==> config.mk <==
export PLATFORM = sky130hd
export DESIGN_NAME = alu64bit_serial_flat
export DESIGN_NICKNAME = d
export VERILOG_FILES = /design/src/rtl/alu64bit_serial_pkg.sv /design/src/rtl/alu64bit_serial_if.sv /design/src/rtl/alu64bit_serial_slice.sv /design/src/rtl/alu64bit_serial.sv /design/src/flat_wrapper.sv
export SDC_FILE = /design/constraint.sdc
export NUM_CORES = 1
export LEC_CHECK = 0
export BUFFER_PORTS_ARGS = -buffer_cell sky130_fd_sc_hd__buf_2
export CAP_MARGIN = 30
export CORE_UTILIZATION = 30
export DETAILED_ROUTE_END_ITERATION = 7
export SYNTH_ARGS = -nofsm -noshare
export SYNTH_HDL_FRONTEND = slang
export SYNTH_SLANG_ARGS = --single-unit
export TNS_END_PERCENT = 5
==> constraint.sdc <==
create_clock -name clk -period 8.65 [get_ports clk]
set_input_delay 1.73 -clock clk [delete_from_list [all_inputs] [get_ports clk]]
set_output_delay 1.73 -clock clk [all_outputs]
set_load 0.01 [all_outputs]
==> src/rtl/alu64bit_serial_pkg.sv <==
// Shared types for the slice-serial ALU: operation codes and FSM states.
package alu_pkg;

  typedef enum logic [1:0] {
    OP_NOR = 2'b00,
    OP_XOR = 2'b01,
    OP_ADD = 2'b10,
    OP_SUB = 2'b11
  } alu_op_e;

  typedef enum logic [1:0] {
    S_IDLE = 2'd0,
    S_CALC = 2'd1,
    S_DONE = 2'd2
  } alu_ser_state_e;

endpackage

==> src/rtl/alu64bit_serial_if.sv <==
// Request/response handshake bundle for the slice-serial ALU.
interface alu64bit_serial_if
  import alu_pkg::*;
#(
  parameter int unsigned WIDTH = 64
) ();

  logic             in_valid;
  logic             in_ready;
  logic [WIDTH-1:0] a;
  logic [WIDTH-1:0] b;
  logic             cin;
  alu_op_e          op;
  logic             out_valid;
  logic             out_ready;
  logic [WIDTH-1:0] s;
  logic             cout;

  modport master (
    output in_valid, a, b, cin, op, out_ready,
    input  in_ready, out_valid, s, cout
  );

  modport slave (
    input  in_valid, a, b, cin, op, out_ready,
    output in_ready, out_valid, s, cout
  );

endinterface

==> src/rtl/alu64bit_serial_slice.sv <==
// One-bit ALU cell and the SLICE-bit ripple chain built from it; purely combinational.
module alu1bit
  import alu_pkg::*;
(
  input  logic    a,
  input  logic    b,
  input  logic    cin,
  input  alu_op_e op,
  output logic    s,
  output logic    cout
);

  logic b_eff;

  always_comb begin
    s     = 1'b0;
    cout  = 1'b0;
    b_eff = (op == OP_SUB) ? ~b : b;
    case (op)
      OP_NOR: s = ~(a | b);
      OP_XOR: s = a ^ b;
      OP_ADD, OP_SUB: begin
        s    = a ^ b_eff ^ cin;
        cout = (a & b_eff) | (a & cin) | (b_eff & cin);
      end
      default: s = 1'b0;
    endcase
  end

endmodule

module alu_slice
  import alu_pkg::*;
#(
  parameter int unsigned SLICE = 8
) (
  input  logic [SLICE-1:0] a,
  input  logic [SLICE-1:0] b,
  input  logic             cin,
  input  alu_op_e          op,
  output logic [SLICE-1:0] s,
  output logic             cout
);

  logic [SLICE:0] c;

  assign c[0] = cin;
  assign cout = c[SLICE];

  for (genvar i = 0; i < SLICE; i++) begin : g_bit
    alu1bit u_bit (
      .a    (a[i]),
      .b    (b[i]),
      .cin  (c[i]),
      .op   (op),
      .s    (s[i]),
      .cout (c[i+1])
    );
  end

endmodule

==> src/rtl/alu64bit_serial.sv <==
// Slice-serial ALU: processes SLICE bits per clock LSB-first, carry held in a flop,
// result presented on a valid/ready response port.
module alu64bit_serial
  import alu_pkg::*;
#(
  parameter int unsigned WIDTH = 64,
  parameter int unsigned SLICE = 8
) (
  input  logic                clk,
  input  logic                rst_n,
  alu64bit_serial_if.slave    bus,
  output logic                busy
);

  localparam int unsigned NSLICE = WIDTH / SLICE;
  localparam int unsigned CNT_W  = (NSLICE > 1) ? $clog2(NSLICE) : 1;

  if (WIDTH % SLICE != 0) begin : g_width_check
    $error("alu64bit_serial: WIDTH must be a multiple of SLICE");
  end

  alu_ser_state_e   state_q, state_d;
  logic [CNT_W-1:0] cnt_q;
  logic             carry_q;
  logic [WIDTH-1:0] a_q, b_q, work_q, work_d, s_q;
  alu_op_e          op_q;
  logic             cout_q;

  logic [SLICE-1:0] a_sl, b_sl, s_sl;
  logic             c_sl;
  logic             last_slice;

  // Operand slice select and working-reg merge share one index decode on cnt_q.
  always_comb begin
    a_sl   = '0;
    b_sl   = '0;
    work_d = work_q;
    for (int unsigned i = 0; i < NSLICE; i++) begin
      if (cnt_q == CNT_W'(i)) begin
        a_sl                     = a_q[i*SLICE +: SLICE];
        b_sl                     = b_q[i*SLICE +: SLICE];
        work_d[i*SLICE +: SLICE] = s_sl;
      end
    end
  end

  assign last_slice = (cnt_q == CNT_W'(NSLICE - 1));

  alu_slice #(.SLICE(SLICE)) u_slice (
    .a    (a_sl),
    .b    (b_sl),
    .cin  (carry_q),
    .op   (op_q),
    .s    (s_sl),
    .cout (c_sl)
  );

  always_ff @(posedge clk or negedge rst_n) begin
    if (!rst_n) state_q <= S_IDLE;
    else        state_q <= state_d;
  end

  always_comb begin
    state_d       = state_q;
    bus.in_ready  = 1'b0;
    bus.out_valid = 1'b0;
    busy          = 1'b1;
    case (state_q)
      S_IDLE: begin
        bus.in_ready = 1'b1;
        busy         = 1'b0;
        if (bus.in_valid) state_d = S_CALC;
      end
      S_CALC: if (last_slice) state_d = S_DONE;
      S_DONE: begin
        bus.out_valid = 1'b1;
        if (bus.out_ready) state_d = S_IDLE;
      end
      default: state_d = S_IDLE;
    endcase
  end

  always_ff @(posedge clk or negedge rst_n) begin
    if (!rst_n) begin
      cnt_q   <= '0;
      carry_q <= 1'b0;
      a_q     <= '0;
      b_q     <= '0;
      op_q    <= OP_NOR;
      work_q  <= '0;
      s_q     <= '0;
      cout_q  <= 1'b0;
    end else begin
      case (state_q)
        S_IDLE: if (bus.in_valid) begin
          a_q     <= bus.a;
          b_q     <= bus.b;
          op_q    <= bus.op;
          carry_q <= bus.cin;
          cnt_q   <= '0;
          work_q  <= '0;
        end
        S_CALC: begin
          work_q  <= work_d;
          carry_q <= c_sl;
          if (last_slice) begin
            cnt_q  <= '0;
            s_q    <= work_d;
            cout_q <= c_sl;
          end else begin
            cnt_q <= cnt_q + CNT_W'(1);
          end
        end
        default: ;
      endcase
    end
  end

  assign bus.s    = s_q;
  assign bus.cout = cout_q;

endmodule

==> src/flat_wrapper.sv <==
// flat-port wrapper written by rule: the top's interface ports become plain ports
module alu64bit_serial_flat import alu_pkg::*;
#(
  parameter int unsigned WIDTH = 64,
  parameter int unsigned SLICE = 8
)
  (clk, rst_n, busy, bus_in_valid, bus_a, bus_b, bus_cin, bus_op, bus_out_ready, bus_in_ready, bus_out_valid, bus_s, bus_cout);
  alu64bit_serial_if #(.WIDTH(WIDTH)) bus_i ();
  input  logic clk;
  input  logic rst_n;
  output logic busy;
  input wire logic [$bits(bus_i.in_valid)-1:0] bus_in_valid;
  input wire logic [$bits(bus_i.a)-1:0] bus_a;
  input wire logic [$bits(bus_i.b)-1:0] bus_b;
  input wire logic [$bits(bus_i.cin)-1:0] bus_cin;
  input wire logic [$bits(bus_i.op)-1:0] bus_op;
  input wire logic [$bits(bus_i.out_ready)-1:0] bus_out_ready;
  output wire logic [$bits(bus_i.in_ready)-1:0] bus_in_ready;
  output wire logic [$bits(bus_i.out_valid)-1:0] bus_out_valid;
  output wire logic [$bits(bus_i.s)-1:0] bus_s;
  output wire logic [$bits(bus_i.cout)-1:0] bus_cout;
  assign bus_i.in_valid = bus_in_valid;
  assign bus_i.a = bus_a;
  assign bus_i.b = bus_b;
  assign bus_i.cin = bus_cin;
  assign bus_i.op = bus_op;
  assign bus_i.out_ready = bus_out_ready;
  assign bus_in_ready = bus_i.in_ready;
  assign bus_out_valid = bus_i.out_valid;
  assign bus_s = bus_i.s;
  assign bus_cout = bus_i.cout;
  alu64bit_serial #(.WIDTH(WIDTH), .SLICE(SLICE)) u_core (.clk(clk), .rst_n(rst_n), .bus(bus_i), .busy(busy));
endmodule
After elaboration in Yosys (flattened, before gate mapping)
Index checks and enable logic that the tools add are counted.
{"block": "totals", "register_bits": 265, "input_bits": 135, "elab_cells": 184}
{"block": "classes", "n_addsub": 1, "eq_ne": 15, "muxes": 62, "bitwise": 88, "reduce_logical": 9}
{"cell": "8-bit 2-to-1 mux", "count": 24}
{"cell": "64-bit case mux with 2 select lines", "count": 1}
{"cell": "64-bit 2-to-1 mux", "count": 1}
{"cell": "1-bit AND", "count": 24}
{"cell": "1-bit bitwise OR", "count": 24}
{"cell": "1-bit case mux with 3 select lines", "count": 8}
{"cell": "1-bit XOR", "count": 24}
{"cell": "1-bit 2-to-1 mux", "count": 20}
{"cell": "1-bit NOT", "count": 16}
{"cell": "3-bit == test, second input constant", "count": 4}
{"cell": "2-bit == test, second input constant", "count": 3}
{"cell": "3-bit by 2-bit == test with 1-bit output, second input constant", "count": 2}
{"cell": "2-bit 2-to-1 mux", "count": 3}
{"cell": "3-bit 2-to-1 mux", "count": 2}
{"cell": "2-bit case mux with 3 select lines", "count": 1}
{"cell": "3-bit case mux with 2 select lines", "count": 1}
{"cell": "2-bit AND reduction", "count": 3}
{"cell": "2-bit by 1-bit == test with 1-bit output, second input constant", "count": 2}
{"cell": "2-bit logical NOT", "count": 2}
{"cell": "2-bit inequality test, second input constant", "count": 2}
{"cell": "3-bit by 1-bit adder with 3-bit output, second input constant", "count": 1}
{"cell": "3-bit by 1-bit == test with 1-bit output, second input constant", "count": 1}
{"cell": "3-bit logical NOT", "count": 1}
{"cell": "3-bit AND reduction", "count": 1}
{"cell": "other kinds (4)", "count": 4}

Depth between registers and ports, before layout
{"block": "logic_depth", "depth_word": 44, "ltp_mapped": 30}

Cells and area by module
Synthesis repeated with hierarchy kept, for this count alone.
{"block": "hier_totals", "cells_unflattened": 1083, "area_unflattened_um2": 12288.0}
{"module": "alu64bit_serial", "n_inst": 1, "cells_per_inst": 1003, "area_per_inst_um2": 11627.4, "seq_area_each_um2": 6431.2}
{"module": "alu1bit", "n_inst": 8, "cells_per_inst": 10, "area_per_inst_um2": 82.6, "seq_area_each_um2": 0.0}

Least setup slack after synthesis
OpenSTA, ideal clock, no wires.
{"block": "synth_timing", "path_type": "reg2reg", "startpoint": "reg u_core.cnt_q[2]", "endpoint": "reg u_core.work_q[39]", "t_arrival_ns": 6.473, "required_ns": 8.571, "path_slack_ns": 2.097, "path_stages_with_launch": 30, "period_less_slack_ns": 6.553, "cell_sequence": "dfrtp_1 > buf_2 > clkinv_1 > ha_1 > buf_2 > nor2_2 > a32o_1 > o2111ai_1 > o2111a_1 > xor2_1 > fa_1 > and2_1 > fa_1 > and2_1 > fa_1 > and2_1 > fa_1 > and2_1 > fa_1 > and2_1 > fa_1 > and2_1 > fa_1 > and2_1 > fa_1 > nand2_1 > o21ai_0 > buf_2 > nand2_1 > o2bb2ai_1"}
{"block": "synth_between", "elab_chain_cells": 43}
{"element": "start, declared", "line_no": "alu64bit_serial.sv:23", "rtl": "logic [CNT_W-1:0] cnt_q;"}
{"element": "start signal, assigned", "line_no": "alu64bit_serial.sv:111", "rtl": "cnt_q <= cnt_q + CNT_W'(1);"}
{"element": "3-bit logical NOT", "line_no": "alu64bit_serial.sv:39", "rtl": "if (cnt_q == CNT_W'(i)) begin"}
{"element": "8-bit 2-to-1 mux (8 in series)", "line_no": "alu64bit_serial.sv:39"}
{"element": "1-bit NOT", "line_no": "alu64bit_serial_slice.sv:18", "rtl": "b_eff = (op == OP_SUB) ? ~b : b;"}
{"element": "1-bit 2-to-1 mux", "line_no": "alu64bit_serial_slice.sv:18"}
{"element": "1-bit AND", "line_no": "alu64bit_serial_slice.sv:24", "rtl": "cout = (a & b_eff) | (a & cin) | (b_eff & cin);"}
{"element": "1-bit bitwise OR (2 in series)", "line_no": "alu64bit_serial_slice.sv:24"}
{"element": "1-bit 2-to-1 mux", "line_no": "alu64bit_serial_slice.sv:19", "rtl": "case (op)"}
{"element": "1-bit AND", "line_no": "alu64bit_serial_slice.sv:24"}
{"element": "[18 not listed]"}
{"element": "1-bit 2-to-1 mux", "line_no": "alu64bit_serial_slice.sv:19"}
{"element": "1-bit AND", "line_no": "alu64bit_serial_slice.sv:24"}
{"element": "1-bit bitwise OR (2 in series)", "line_no": "alu64bit_serial_slice.sv:24"}
{"element": "1-bit 2-to-1 mux", "line_no": "alu64bit_serial_slice.sv:19"}
{"element": "1-bit XOR", "line_no": "alu64bit_serial_slice.sv:23", "rtl": "s = a ^ b_eff ^ cin;"}
{"element": "1-bit case mux with 3 select lines", "line_no": "alu64bit_serial_slice.sv:19"}
{"element": "8-bit 2-to-1 mux (*)", "line_no": "alu64bit_serial.sv:39"}
{"element": "64-bit case mux with 2 select lines (*)", "line_no": "alu64bit_serial.sv:94", "rtl": "case (state_q)"}
{"element": "end signal, assigned", "line_no": "alu64bit_serial.sv:104", "rtl": "work_q <= work_d;"}
{"element": "end, declared", "line_no": "alu64bit_serial.sv:25", "rtl": "logic [WIDTH-1:0] a_q, b_q, work_q, work_d, s_q;"}
Every way passes the cells marked *; elsewhere a longest branch is shown, timed or not.
A chain may end at the register's enable or synchronous reset.

Worst setup path after layout
{"block": "layout_timing", "startpoint": "reg u_core.cnt_q[2]", "endpoint": "reg u_core.work_q[55]"}
The elaborated chain is that of the path after synthesis.

==> key figures <==
Yosys
  – Cell area after synthesis: 12000 µm²
  – Top-area cell type share of the netlist area: 53.5%
  – Most common library cells after synthesis: 518 x nand2_1, 257 x dfrtp_1, 68 x o21ai_0, 48 x mux2i_1, 46 x clkbuf_1
  – Syn nets: 1443
  – Post-synth EDFFs: 0
  – Seq/Total Area, Yosys: 53.5%
  – Synthesized instance count: 1286
  – Ranking of synthesized cells by area: dfrtp_1 54%, nand2_1 16%, mux2i_1 4.0%
  – Syn avg cell area: 9.34 µm²
  – Synth Area in Adders: 2.79%
  – Ys async rst share: 100%
  – Ys flop type: dfrtp_1
  – Count leader, synth: nand2_1
  – Flops & latches, synth: 257
  – XOR/XNOR share of the synthesized area: 0.583%
  – Unique cell type count in the Yosys netlist: 47
  – Simple-gate share of the synthesized area: 19.9%
  – Area fraction in compound gates after synthesis: 14.5%
  – Post-synthesis mux area share: 4.75%
  – Synthesis Warnings: 0
  – Main combinational cell family by area after synthesis: simple AND/OR/NAND/NOR gates
  – Synth area leader: dfrtp_1

Placement
  – Placer Congestion: 0.825
  – PortBufs: 202
  – Pre-CTS setup slack: 723 ps
  – DP Wirelength: 25.1 mm

Global routing
  – All-Layer GR Usage: 17.3%
  – Largest net degree at the start of global routing: 115
  – Grt total ovfl: 0
  – Initial antenna violation count: 0
  – First-pass GRT wire length: 55.4 mm
  – Vias in the first global route: 9476

CTS
  – CTS tree: done
  – CTS Hold Bufs: 0
  – Worst-path clk slew: 60 ps
  – H-tree lvl count: 1
  – Clock Path Buffers: 3
  – Clk root buf: clkbuf_16
  – Total clock buffers created by CTS: 28
  – Post-CTS setup buffer count: 0
  – CTS sink cnt: 257
  – Cts repair resizes: 0
  – Clock Latency Late Sink: 540 ps

Timing
  – Setup Viol. Count Final: 0
  – Max Freq: 125 MHz
  – Setup TNS: 0 ps
  – Pins over their slew limit: 0
  – Worst-margin pin slew: 1000 ps
  – Final Skew: 11.4 ps
  – Period Utilization, post-route: 92.8%
  – PnR worst setup slack: 623 ps
  – Slew HR: 33.0%
  – RSZ-0062 raised after global routing: no
  – Hold Fails Final Rpt: 0
  – Clock period minus worst slack: 8030 ps

Detailed routing
  – Post-route ant nets: 0
  – Total number of vias: 9698
  – Vias per cell: 4.90
  – Routed wire length: 35.6 mm
  – WL per Instance: 18.0 µm
  – Starting DRT DRC Count: 783
  – Residual DRC count: 0
  – Router iterations before antenna repair: 6

Final layout
  – Nets: 1599
  – ANT cells: 0
  – Synth-to-layout area growth: 20.4%
  – Layout cells sized above 1: 20.5%

Pwr
  – Clock power share: 19.8%
  – Switching part of the total: 43.9%
  – Switching Power: 0.00284 W
  – Sequential Power Share: 32.6%
  – PwrDens: 448 nW/µm²
  – Internal: 0.00364 W
  – Max IR drop VDD: 0.221 mV
  – Leak: 7.14 nW
  – Logic pwr share: 47.6%

Setup path
  – Crit Path Category: flop to flop
  – CP required: 9100 ps
  – CP Max Fanout: 18
  – Worst R2R Setup Slack: 620 ps
  – CP arrival: 8480 ps
  – CP endpoint kind: flop
  – Setup crit start kind: flop
  – Depth of the worst register-to-register path: 26

Min path
  – Hold path depth: 2
  – Min-Delay Path Class: flop to flop

Die
  – Die Span X: 202 µm
  – Core footprint: 39100 µm²
  – DIE AREA: 40900 µm²
  – Starting density of the core: 30.7%
  – Chip height: 202 µm
  – Placement row count: 72
  – I/O pin count: 203

Status
  – Status: complete, no violations

Job
  – Count of max-cap constraint violations: 0
-- routing by layer --
metal  up-vias  global-route usage, %  wire, µm
met4         0                   4.40       843
li1       4654                      -         -
met3        48                   2.48      1930
met5         -                      0         0
met1      4672                   25.3     16900
met2       324                   26.9     15900
-- kinds of logic after synthesis --
logic type / Yosys count
compound gates: 233
xor+xnor: 8
fa+ha+maj: 22
buf+inv: 108
flops: 257
mux: 56
simple gates: 602
-- layout by cell type (no fill, tap or decap), types with 4 or more instances in the layout --
cell type,count
a211oi_1,7
a21o_1,9
a21oi_1,6
a221o_1,5
a221oi_1,8
a22oi_2,5
a31oi_1,23
a32o_1,34
and2_1,8
and3b_1,7
buf_2,201
buf_4,22
bufinv_16,5
clkbuf_16,29
clkbuf_8,5
clkinv_2,6
dfrtp_1,257
fa_1,8
ha_1,13
inv_1,6
mux2_2,8
mux2i_1,48
nand2_1,516
nand2b_1,5
nand3_1,7
nor2_1,40
nor2_2,4
nor2b_1,4
o21ai_0,60
o21ai_1,10
o221ai_1,11
o2bb2ai_1,24
o31a_1,8
o31ai_1,9
xor2_1,8
-- area by class of cell --
class / count / area (µm²)
fill: 4057 / 24600
sequential: 257 / 6430
multi-input combinational: 921 / 5140
timing repair buffer: 226 / 1230
clock buffer: 37 / 806
tap: 518 / 648
clock inverter: 12 / 188
inverter: 8 / 30.0
-- worst max-delay path, stage by stage (launching register included) --
cell and delay (ps):
dfrtp_1 730, clkinv_1 400, ha_1 310, nor2_2 440
a32o_1 210, o2111ai_1 130, o2111a_1 190, xor2_1 190
fa_1 400, and2_1 170, fa_1 360, and2_1 180
fa_1 350, and2_1 170, fa_1 360, and2_1 180
fa_1 380, and2_1 180, fa_1 350, and2_1 180
fa_1 350, and2_1 170, fa_1 470, nand2_1 50
o21ai_1 550, nand2_1 250, o2bb2ai_1 220
-- through the flow --
stage / utilization [%] / total power, W / cell area (µm²) / cells / hold slack, ps
6_report: 37.0 / 0.00648 / 14500 / 1979 / 476
3_5_place_dp: 34.4 / 0.00522 / 13500 / 1929 / 463
2_1_floorplan: - / 0.00409 / 12000 / 1286 / 437
4_1_cts: 36.9 / 0.00652 / 14400 / 1978 / 479
5_1_grt: 37.0 / 0.00698 / 14500 / 1979 / 497
3_3_place_gp: 34.4 / 0.00513 / 13400 / 1928 / 458
-- power by group through the flow --
stage	combinational, W	sequential (W)	clock (W)
after global placement	0.00301	0.00212	0
after global routing	0.00345	0.00217	0.00135
after detailed placement	0.00309	0.00213	0
final	0.00309	0.00211	0.00128
after floorplan	0.00207	0.00202	0
after CTS	0.00311	0.00211	0.00130
-- worst paths after layout --
| path | startpoint | to |
|---|---|---|
| worst max-delay path | u_core.cnt_q[2] | u_core.work_q[55] |
| worst min-delay path | u_core.bus.s[16] | u_core.bus.s[16] |
| worst max register to register | u_core.cnt_q[2] | u_core.work_q[55] |
| worst min register to register | u_core.bus.s[16] | u_core.bus.s[16] |
| max in group asynchronous | rst_n | u_core.a_q[45] |
| min in group asynchronous | rst_n | u_core.bus.s[22] |
-- flip-flops by register name, indices dropped and copies added (netlist names) --
signal	flops
u_core.bus.cout	1
u_core.state_q	2
u_core.cnt_q	3
u_core.work_q	56
u_core.op_q	2
u_core.a_q	64
u_core.bus.s	64
u_core.b_q	64
u_core.carry_q	1
No activity file was read; power rests on OpenSTA's default activity.
